## config.mk

```make
export PLATFORM = sky130hd
export DESIGN_NAME = uart_rx_sipo_flat
export DESIGN_NICKNAME = d
export VERILOG_FILES = /design/src/rtl/uart_rx_sipo_pkg.sv /design/src/rtl/uart_rx_sipo_if.sv /design/src/rtl/uart_rx_sipo_rx_sync.sv /design/src/rtl/uart_rx_sipo.sv /design/src/flat_wrapper.sv
export SDC_FILE = /design/constraint.sdc
export NUM_CORES = 1
export LEC_CHECK = 0
export BUFFER_PORTS_ARGS = -buffer_cell sky130_fd_sc_hd__buf_2
export CAP_MARGIN = 20
export CORE_ASPECT_RATIO = 1.1
export CORE_MARGIN = 2
export CORE_UTILIZATION = 30
export CTS_CLUSTER_SIZE = 40
export DETAILED_ROUTE_END_ITERATION = 10
export SLEW_MARGIN = 20
export SYNTH_ARGS = -nofsm -noshare
export SYNTH_HDL_FRONTEND = slang
export SYNTH_SLANG_ARGS = --single-unit
```

## constraint.sdc

```tcl
create_clock -name clock -period 4.9 [get_ports clock]
set_input_delay 0.735 -clock clock [delete_from_list [all_inputs] [get_ports clock]]
set_output_delay 0.735 -clock clock [all_outputs]
set_load 0.05 [all_outputs]
```

## src/rtl/uart_rx_sipo_pkg.sv

```systemverilog
`default_nettype none
// ============================================================================
// Module      : uart_pkg
// Description : Shared definitions for the UART SIPO receiver: frame length,
//               bit positions inside a received frame, and the receiver
//               state type.
// Revision    : 1.0 - initial release
// ============================================================================
package uart_pkg;

    // start + 8 data + parity + stop
    localparam int FRAME_BITS = 11;

    // Bit positions inside data_parll
    localparam int START_IDX  = 0;
    localparam int PAR_IDX    = 9;
    localparam int STOP_IDX   = 10;

    typedef enum logic [1:0] {
        IDLE  = 2'd0,
        START = 2'd1,
        DATA  = 2'd2
    } rx_state_t;

endpackage : uart_pkg
`default_nettype wire

```

## src/rtl/uart_rx_sipo_if.sv

```systemverilog
`default_nettype none
// ============================================================================
// Module      : uart_rx_sipo_if
// Description : Signal bundle between the serial line / baud generator and
//               the SIPO receiver, plus the parallel frame handed to the
//               DeFrame stage.
//   rx_in       serial line, idle high, LSB first
//   sample_tick one-clock pulse at OVERSAMPLE x baud
//   rx_en       receiver enable
//   data_parll  last complete frame ([0]=start, [8:1]=data, [9]=parity,
//               [10]=stop)
//   frame_done  one-clock pulse when data_parll takes a new frame
//   busy        receiver is not idle
// Modports    : master = receiver, slave = line driver / frame consumer
// Revision    : 1.0 - initial release
// ============================================================================
interface uart_rx_sipo_if #(
    parameter int FRAME_BITS = uart_pkg::FRAME_BITS
);
    logic                  rx_in;
    logic                  sample_tick;
    logic                  rx_en;
    logic [FRAME_BITS-1:0] data_parll;
    logic                  frame_done;
    logic                  busy;

    modport master (
        input  rx_in, sample_tick, rx_en,
        output data_parll, frame_done, busy
    );

    modport slave (
        output rx_in, sample_tick, rx_en,
        input  data_parll, frame_done, busy
    );

endinterface : uart_rx_sipo_if
`default_nettype wire

```

## src/rtl/uart_rx_sipo_rx_sync.sv

```systemverilog
`default_nettype none
// ============================================================================
// Module      : rx_sync
// Description : Two-flop synchronizer for the asynchronous serial line.
//               Resets to 1 so a reset looks like an idle line and cannot
//               fake a start bit.
//   clock   rising-edge clock
//   reset_n asynchronous active-low reset
//   din     raw asynchronous input
//   dout    synchronized output
// Revision    : 1.0 - initial release
// ============================================================================
module rx_sync (
    input  wire  clock,
    input  wire  reset_n,
    input  wire  din,
    output logic dout
);

    logic meta;

    always_ff @(posedge clock or negedge reset_n) begin
        if (!reset_n) begin
            meta <= 1'b1;
            dout <= 1'b1;
        end else begin
            meta <= din;
            dout <= meta;
        end
    end

endmodule : rx_sync
`default_nettype wire

```

## src/rtl/uart_rx_sipo.sv

```systemverilog
`default_nettype none
// ============================================================================
// Module      : uart_rx_sipo
// Description : Oversampling UART receiver, serial-in / parallel-out. Finds
//               the start edge, confirms it at mid start bit, then samples
//               every following bit at its centre and shifts it in LSB
//               first. The whole raw frame (start, data, parity, stop) is
//               handed on unchecked.
//   clock    rising-edge clock
//   reset_n  asynchronous active-low reset
//   bus      uart_rx_sipo_if.master (rx_in, sample_tick, rx_en in;
//            data_parll, frame_done, busy out)
// Revision    : 1.0 - initial release
// ============================================================================
module uart_rx_sipo
    import uart_pkg::*;
#(
    parameter int OVERSAMPLE = 16,
    parameter int FRAME_BITS = uart_pkg::FRAME_BITS
) (
    input  wire            clock,
    input  wire            reset_n,
    uart_rx_sipo_if.master bus
);

    localparam int TICK_W = $clog2(OVERSAMPLE);
    localparam int BIT_W  = $clog2(FRAME_BITS + 1);

    localparam logic [TICK_W-1:0] HALF_LAST = TICK_W'(OVERSAMPLE / 2 - 1);
    localparam logic [TICK_W-1:0] FULL_LAST = TICK_W'(OVERSAMPLE - 1);
    localparam logic [BIT_W-1:0]  LAST_BIT  = BIT_W'(FRAME_BITS - 1);
    localparam logic [FRAME_BITS-1:0] ALL_ONES = '1;

    logic                  rx_s;
    rx_state_t             state,      state_nxt;
    logic [TICK_W-1:0]     tick_cnt,   tick_nxt;
    logic [BIT_W-1:0]      bit_cnt,    bit_nxt;
    logic [FRAME_BITS-1:0] shift,      shift_nxt;
    logic [FRAME_BITS-1:0] frame,      frame_nxt;
    logic                  done,       done_nxt;
    logic                  busy_r;
    logic [FRAME_BITS-1:0] shift_in;

    rx_sync u_rx_sync (
        .clock   (clock),
        .reset_n (reset_n),
        .din     (bus.rx_in),
        .dout    (rx_s)
    );

    // Current shift register with the synchronized line bit entering at MSB
    assign shift_in = {rx_s, shift[FRAME_BITS-1:1]};

    always_ff @(posedge clock or negedge reset_n) begin
        if (!reset_n) begin
            state    <= IDLE;
            tick_cnt <= '0;
            bit_cnt  <= '0;
            shift    <= ALL_ONES;
            frame    <= ALL_ONES;
            done     <= 1'b0;
            busy_r   <= 1'b0;
        end else begin
            state    <= state_nxt;
            tick_cnt <= tick_nxt;
            bit_cnt  <= bit_nxt;
            shift    <= shift_nxt;
            frame    <= frame_nxt;
            done     <= done_nxt;
            // Registered from the next state so busy tracks state exactly
            busy_r   <= (state_nxt != IDLE);
        end
    end

    always_comb begin
        state_nxt = state;
        tick_nxt  = tick_cnt;
        bit_nxt   = bit_cnt;
        shift_nxt = shift;
        frame_nxt = frame;
        done_nxt  = 1'b0;

        if (!bus.rx_en) begin
            // Abandon any partial frame; frame and its strobe stay untouched
            state_nxt = IDLE;
            tick_nxt  = '0;
            bit_nxt   = '0;
        end else if (bus.sample_tick) begin
            case (state)
                IDLE: begin
                    if (!rx_s) begin
                        tick_nxt  = '0;
                        state_nxt = START;
                    end
                end
                START: begin
                    if (tick_cnt == HALF_LAST) begin
                        tick_nxt = '0;
                        if (rx_s) begin
                            // Line went back high before mid start bit: noise
                            state_nxt = IDLE;
                        end else begin
                            shift_nxt = shift_in;
                            bit_nxt   = BIT_W'(1);
                            state_nxt = DATA;
                        end
                    end else begin
                        tick_nxt = tick_cnt + TICK_W'(1);
                    end
                end
                DATA: begin
                    if (tick_cnt == FULL_LAST) begin
                        tick_nxt  = '0;
                        shift_nxt = shift_in;
                        if (bit_cnt == LAST_BIT) begin
                            // Stop bit: publish whatever it is, even 0
                            frame_nxt = shift_in;
                            done_nxt  = 1'b1;
                            bit_nxt   = '0;
                            state_nxt = IDLE;
                        end else begin
                            bit_nxt = bit_cnt + BIT_W'(1);
                        end
                    end else begin
                        tick_nxt = tick_cnt + TICK_W'(1);
                    end
                end
                default: begin
                    state_nxt = IDLE;
                    tick_nxt  = '0;
                    bit_nxt   = '0;
                end
            endcase
        end
    end

    assign bus.data_parll = frame;
    assign bus.frame_done = done;
    assign bus.busy       = busy_r;

endmodule : uart_rx_sipo
`default_nettype wire

```

## src/flat_wrapper.sv

```systemverilog
// flat-port wrapper written by rule: the top's interface ports become plain ports
module uart_rx_sipo_flat import uart_pkg::*;
#(
    parameter int OVERSAMPLE = 16,
    parameter int FRAME_BITS = uart_pkg::FRAME_BITS
)
  (clock, reset_n, bus_rx_in, bus_sample_tick, bus_rx_en, bus_data_parll, bus_frame_done, bus_busy);
  uart_rx_sipo_if #(.FRAME_BITS(FRAME_BITS)) bus_i ();
  input  wire clock;
  input  wire reset_n;
  input wire logic [$bits(bus_i.rx_in)-1:0] bus_rx_in;
  input wire logic [$bits(bus_i.sample_tick)-1:0] bus_sample_tick;
  input wire logic [$bits(bus_i.rx_en)-1:0] bus_rx_en;
  output wire logic [$bits(bus_i.data_parll)-1:0] bus_data_parll;
  output wire logic [$bits(bus_i.frame_done)-1:0] bus_frame_done;
  output wire logic [$bits(bus_i.busy)-1:0] bus_busy;
  assign bus_i.rx_in = bus_rx_in;
  assign bus_i.sample_tick = bus_sample_tick;
  assign bus_i.rx_en = bus_rx_en;
  assign bus_data_parll = bus_i.data_parll;
  assign bus_frame_done = bus_i.frame_done;
  assign bus_busy = bus_i.busy;
  uart_rx_sipo #(.OVERSAMPLE(OVERSAMPLE), .FRAME_BITS(FRAME_BITS)) u_core (.clock(clock), .reset_n(reset_n), .bus(bus_i));
endmodule
```

* After elaboration in Yosys (flattened, before gate mapping) *
Index checks and enable logic that the tools add are counted.

operators by class
  order comparisons = 0
  equality and inequality tests = 14
  bitwise operators = 0
  multiply operators = 0
  reduce and logical (&&, ||, !) cells = 7
  muxes and demuxes = 30
  add/sub/neg operators = 2
  shift-type cells = 0
  divide/modulo/power cells = 0

operators with widths
  operator                                                                 number
  4-bit two-way mux                                                        11
  11-bit two-way mux                                                       3
  4-bit one-hot mux with 3 select lines                                    2
  11-bit one-hot mux with 2 select lines                                   1
  2-bit two-way mux                                                        7
  5-bit AND reduction                                                      2
  4-bit by 1-bit adder with 4-bit output, second input constant            2
  4-bit equality test, second input constant                               2
  2-bit inequality test, second input constant                             3
  3-bit by 2-bit inequality test with 1-bit output, second input constant  2
  3-bit inequality test, second input constant                             2
  2-bit one-hot mux with 3 select lines                                    1
  6-bit AND reduction                                                      1
  1-bit two-way mux                                                        5
  4-bit by 3-bit equality test with 1-bit output, second input constant    1
  2-bit by 1-bit inequality test with 1-bit output, second input constant  2
  2-bit nonzero test                                                       2
  2-bit by 1-bit equality test with 1-bit output, second input constant    1
  2-bit equality test, second input constant                               1
  2-bit zero test                                                          1
  2-bit AND reduction                                                      1

storage, ports and cells
  word-level logic and storage cells = 62
  bits in registers = 36
  memories = 0
  memory bits (writable) = 0
  latch bits = 0
  bits of input ports = 5
  bits in read-only memories = 0

* Logic depth before layout (Yosys ltp) *
  depth in word-level cells = 7
  mapped depth = 7
  gate-level depth less buffers = 6

* By module *
A second synthesis with hierarchy kept.

unflattened totals
  cells, all modules = 147
  area total of the unflattened synthesis = 1773.0 um^2

modules (own cells, without submodules)
  module        times used  sequential area each (um^2)  area each (um^2)  cells an instance
  uart_rx_sipo  1           852.1                        1720.4            145
  rx_sync       1           52.6                         52.6              2

* Least setup slack after synthesis *
OpenSTA, ideal clock, no wires.

  path kind = register -> register
  from = register u_core.state[0]
  to = register u_core.frame[10], in the netlist u_core.bus.data_parll[10]
  path buffers = 2
  required time = 4818 ps
  setup slack = 2954 ps
  stages on the path, launching flop included = 8
  data arrival time = 1864 ps
  library setup time = 82 ps
  path through = dfrtp_1 inv_1 ha_1 clkbuf_1 nand2_1 nor4_1 buf_2 mux2_2

between the ends
  longest elaborated chain between the ends = 2

RTL lines
  what                           line                RTL
  start, declared                uart_rx_sipo.sv:35  rx_state_t state, state_nxt;
  start signal, assigned         uart_rx_sipo.sv:64  state <= state_nxt;
  2-bit equality test            uart_rx_sipo.sv:89  case (state)
  5-bit AND reduction (no line)  n/a
  end signal, assigned           uart_rx_sipo.sv:68  frame <= frame_nxt;
  end, declared                  uart_rx_sipo.sv:39  logic [FRAME_BITS-1:0] frame, frame_nxt;

Every way passes these cells.
A chain may end at the register's enable or synchronous reset.

* Final worst setup path *
  from = register u_core.state[0]
  to = register u_core.shift[3]

between the ends
  longest elaborated chain between the ends = 3
  elaborated cells on any way between the ends = 8

RTL lines
  what                                                                                          line                RTL
  2-bit equality test / 2-bit by 1-bit equality test with 1-bit output (equally long branches)  uart_rx_sipo.sv:89
  2-bit by 1-bit inequality test with 1-bit output (no line) (tied with other cells)            n/a
  6-bit AND reduction (no line)                                                                 n/a
  end signal, assigned                                                                          uart_rx_sipo.sv:67  shift <= shift_nxt;
  end, declared                                                                                 uart_rx_sipo.sv:38  logic [FRAME_BITS-1:0] shift, shift_nxt;

Parallel ways exist; a longest one is shown, timed or not.

==> impl.org <==
** Routing
- The routed design has 3.22 mm of wire.
- Dividing the detail-routed via count by the number of cells gives 4.88.
- Routed WL per cell :: between 10 and 15 um
- Detailed routing inserted a total of 1,176 vias.
- Once detail routing completed, the nets flagged for antenna violations numbered 0.
- In this run, the number of DRC markers left after iteration 0 of detailed routing was 30.
- In the routed design, unresolved DRC markers number 0.
- Before antenna repair, the detailed router went through 5 iterations.

** Power and ir drop
- Switching share of power :: 24.1%
- Sequential cell fraction of total power :: 55.5%
- Psw :: 0.144 mW
- Clock share of power :: 36.8%
- Internal power comes to 0.454 mW.
- Power per cell area :: 301 nW/um^2
- For this design the static power due to leakage is 0.890 nW.
- Combinational logic burns 7.7% of the power.
- VDD IR max :: about 0.0002 V

** STA
- Setup violations remaining at the end of the flow were counted as 0.
- Setup repair after global routing missed its margin :: no
- Slew Limit Headroom :: 49.7%
- At the pin with the least slew margin, the transition time is 0.754 ns.
- The count of pins over their slew limit came to 0.
- The hold violation count in the final report came to 0.
- Between clock sinks in the finished design, the worst skew comes to just over 0.008 ns.
- Final critical-path required period :: approximately 2.2 ns
- In the finished design, the share of the clock period the worst path needs comes to 45.3%.
- Static timing analysis puts the maximum clock frequency at around 450 MHz.
- Final-layout setup total negative slack :: 0 ns

** Cells and area
- 0 antenna diodes ended up in the layout.
- Area growth, synth to finish :: 16.1%
- The finished layout holds 241 standard cells, fillers aside.
- At the end of the flow, the number of nets in the layout was 177.
- Cells with a size suffix above 1 make up 44.6% of the layout.

** Global route
- The initial antenna violation count is 0.
- Global-route usage over all layers :: between 10% and 20%
- First-pass GRT wire length :: 5.66 mm
- Vias in the first global route :: 1,211
- Summed over all layers, the global routing overflow is 0.
- Entering global routing, the biggest net connects 36 pins.

** Critical path
- STA puts the critical path data arrival time at between 2 and 2.5 ns.
- Traced cell by cell, the critical path runs through inv_1, ha_1, or2_2, o311a_4, nor3_4, mux2_2.
- The endpoint identified for the worst register-to-register timing path is u_core.shift[3].
- Reg2reg start :: u_core.state[0]
- Count of cell instances traversed by the critical path :: 6
- Endpoint type of the worst setup path :: flop
- Largest stage delay on the critical path :: roughly 0.4 ns
- Worst path buffer plus inverter count :: 1
- Data on the critical path is required at its endpoint by just over 5 ns.
- The worst setup path is launched from a flop.
- The critical path is of the flop to flop type.
- Crit path max-delay family :: simple AND/OR/NAND/NOR gates
- For flop-to-flop paths, the worst setup slack is 2.68 ns.
- The slowest stage of the critical path is the dfrtp_1 cell.
- Worst reg-to-reg path cell count :: 6
- In this run the worst path has a maximum fanout of 13.

** Clocking
- After clock tree synthesis, the clock-pin slew on the worst setup and hold paths is 0.07 ns.
- After clock tree synthesis, the repair step resized 0 gates.
- Clock Sink Count :: 35
- Setup repair bufs after CTS :: 0
- For this design, the CTS-stage hold fixing added 0 buffers.
- Largest buffer count on any clock path :: 2
- TritonCTS built the clock tree.
- At the later pin of the worst-skew pair, clock insertion delay measures roughly 0.29 ns.
- CTS buffer count :: 5
- Root Buffer :: clkbuf_8
- H-tree Lvls :: 2

** Floorplan
- 18 I/O pins were placed.
- # rows :: 28
- Height of the chip :: between 80 and 90 um
- The total area inside the core boundary comes to 5430 um^2.
- Starting utilization of the core area :: about a third
- Total die area :: 6330 um^2
- DIE WIDTH :: 76.0 um

** Min path
- Worst Hold Endpoint :: u_core.u_rx_sync.dout
- In this run the most critical hold path is launched from u_core.u_rx_sync.meta.
- The worst hold path was traced through 0 stages.
- Path type of the worst min-delay path :: flop to flop

** Logic synthesis
- In this run, synthesis produced a sequential element count of 35.
- For this run, the number of Yosys warnings is 0.
- The share of synthesized area in the top cell type comes to 35.3%.
- Synthesized instance count :: 143
- Post-synthesis net count :: 155
- Of all cell types, the one taking the most synthesized area is dfstp_2.
- Synth area leaders :: dfstp_2 (35%), dfrtp_1 (18%), mux2_2 (13%), ha_1 (5.1%), nand2_1 (3.7%)
- Count of different cell masters after synthesis :: 37
- Total standard cell area after synthesis :: ~1700 um^2
- In this run the mean area of a mapped cell was between 10 and 15 um^2.
- Portion of the post-synthesis area used by sequential elements :: roughly 53%

** Place
- Port buffering added 17 buffers.
- Routability-driven placement finished with a final weighted congestion of 0.841.
- Half-perimeter wire length after detailed placement :: 2.25 mm
- # placed instances :: between 200 and 250

** Outcome
- The run finished with clean final reports.

** Job
- Max-capacitance violation count :: 0
[state kept, by name (all words and copies together), names as in the netlist]
signal	flops
u_core.bit_cnt	4
u_core.bus.busy	1
u_core.bus.data_parll	11
u_core.bus.frame_done	1
u_core.shift	10
u_core.state	2
u_core.tick_cnt	4
u_core.u_rx_sync.dout	1
u_core.u_rx_sync.meta	1
[power by group through the flow]
stage               clock [mW]  combinational [mW]  sequential, mW
floorplan                    0              0.0309           0.333
global placement             0              0.0460           0.336
detailed placement           0              0.0467           0.337
CTS                      0.226              0.0465           0.332
global route             0.242              0.0515           0.336
finish                   0.220              0.0463           0.332
[metal layers]
layer | share of wire, % | routed length, um | GRT usage [%] | vias up
li1 | - | - | - | 557
met1 | 44 | 1430 | 13.3 | 582
met2 | 47 | 1530 | 17.2 | 30
met3 | 6.1 | 195 | 3.59 | 7
met4 | 2.0 | 63 | 5.79 | 0
met5 | 0 | 0 | 0 | -
[Yosys cell counts]
| library cell | number |
|---|---|
| a211o_1 | 1 |
| a21boi_0 | 2 |
| a21o_1 | 1 |
| a21oi_1 | 2 |
| a22o_1 | 1 |
| a311oi_1 | 1 |
| a31o_2 | 1 |
| a31oi_1 | 2 |
| a32oi_1 | 1 |
| buf_2 | 1 |
| clkbuf_1 | 2 |
| dfrtp_1 | 12 |
| dfstp_2 | 23 |
| ha_1 | 7 |
| inv_1 | 7 |
| mux2_2 | 20 |
| mux2i_1 | 4 |
| nand2_1 | 17 |
| nand2b_1 | 3 |
| nand3_1 | 5 |
| nand3b_1 | 2 |
| nand3b_4 | 1 |
| nand4_1 | 1 |
| nand4b_1 | 1 |
| nor2_1 | 5 |
| nor2b_1 | 1 |
| nor3_4 | 1 |
| nor3b_1 | 2 |
| nor4_1 | 3 |
| o21ai_0 | 6 |
| o311a_4 | 1 |
| o311ai_0 | 1 |
| o31ai_1 | 1 |
| or2_2 | 1 |
| or2b_1 | 1 |
| or3_1 | 1 |
| or4_1 | 1 |
[kinds of logic after synthesis]
kind of cell / synth area share [%]
compound gates: 9.13
fa+ha+maj: 5.11
buf+inv: 2.26
flops: 52.8
mux: 15.5
simple gates: 15.2
[layout make-up]
class                   instances  area, um^2
clock buffers                   7        86.3
clock inverters                 1        8.76
fillers                       529        3440
inverters                       7        26.3
multi-input cells              98         776
flip-flops and latches         35         905
well taps                      75        93.8
repair buffers                 18        92.6
[worst register-to-register path, stage by stage, from the launching register on]
cell and delay (ns):
dfrtp_1 0.40, inv_1 0.08, ha_1 0.35, or2_2 0.37, o311a_4 0.15, nor3_4 0.40
mux2_2 0.40
[stage by stage]
step | area, um^2 | worst slack [ns] | power (mW) | util, % | hold slack, ns
3_3_place_gp | 1890 | 2.68 | 0.382 | 34.9 | 0.346
6_report | 1990 | 2.68 | 0.598 | 36.6 | 0.358
4_1_cts | 1990 | 2.69 | 0.604 | 36.6 | 0.359
3_5_place_dp | 1890 | 2.70 | 0.383 | 34.9 | 0.349
2_1_floorplan | 1710 | 2.95 | 0.364 | - | 0.345
5_1_grt | 1990 | 2.52 | 0.629 | 36.6 | 0.366
[layout by cell type (no fill, tap or decap), types with 4 or more instances in the layout]
master    instances
buf_2            17
clkbuf_8          6
dfrtp_1          12
dfstp_2          23
ha_1              7
inv_1             7
mux2_2           20
mux2i_1           4
nand2_1          17
nand3_1           5
nor2_1            5
o21ai_0           6
[worst max-delay path by stage]
stage / endpoint / slack, ns / startpoint
after detailed placement: u_core.shift[5] / 2.70 / u_core.state[0]
after global placement: u_core.shift[2] / 2.68 / u_core.state[1]
final: u_core.shift[3] / 2.68 / u_core.state[0]
after global routing: u_core.shift[3] / 2.52 / u_core.state[1]
after floorplan: u_core.bus.data_parll[10] / 2.95 / u_core.state[0]
after CTS: u_core.shift[3] / 2.69 / u_core.state[0]
Note: power is estimated with default switching activity, not from simulation.
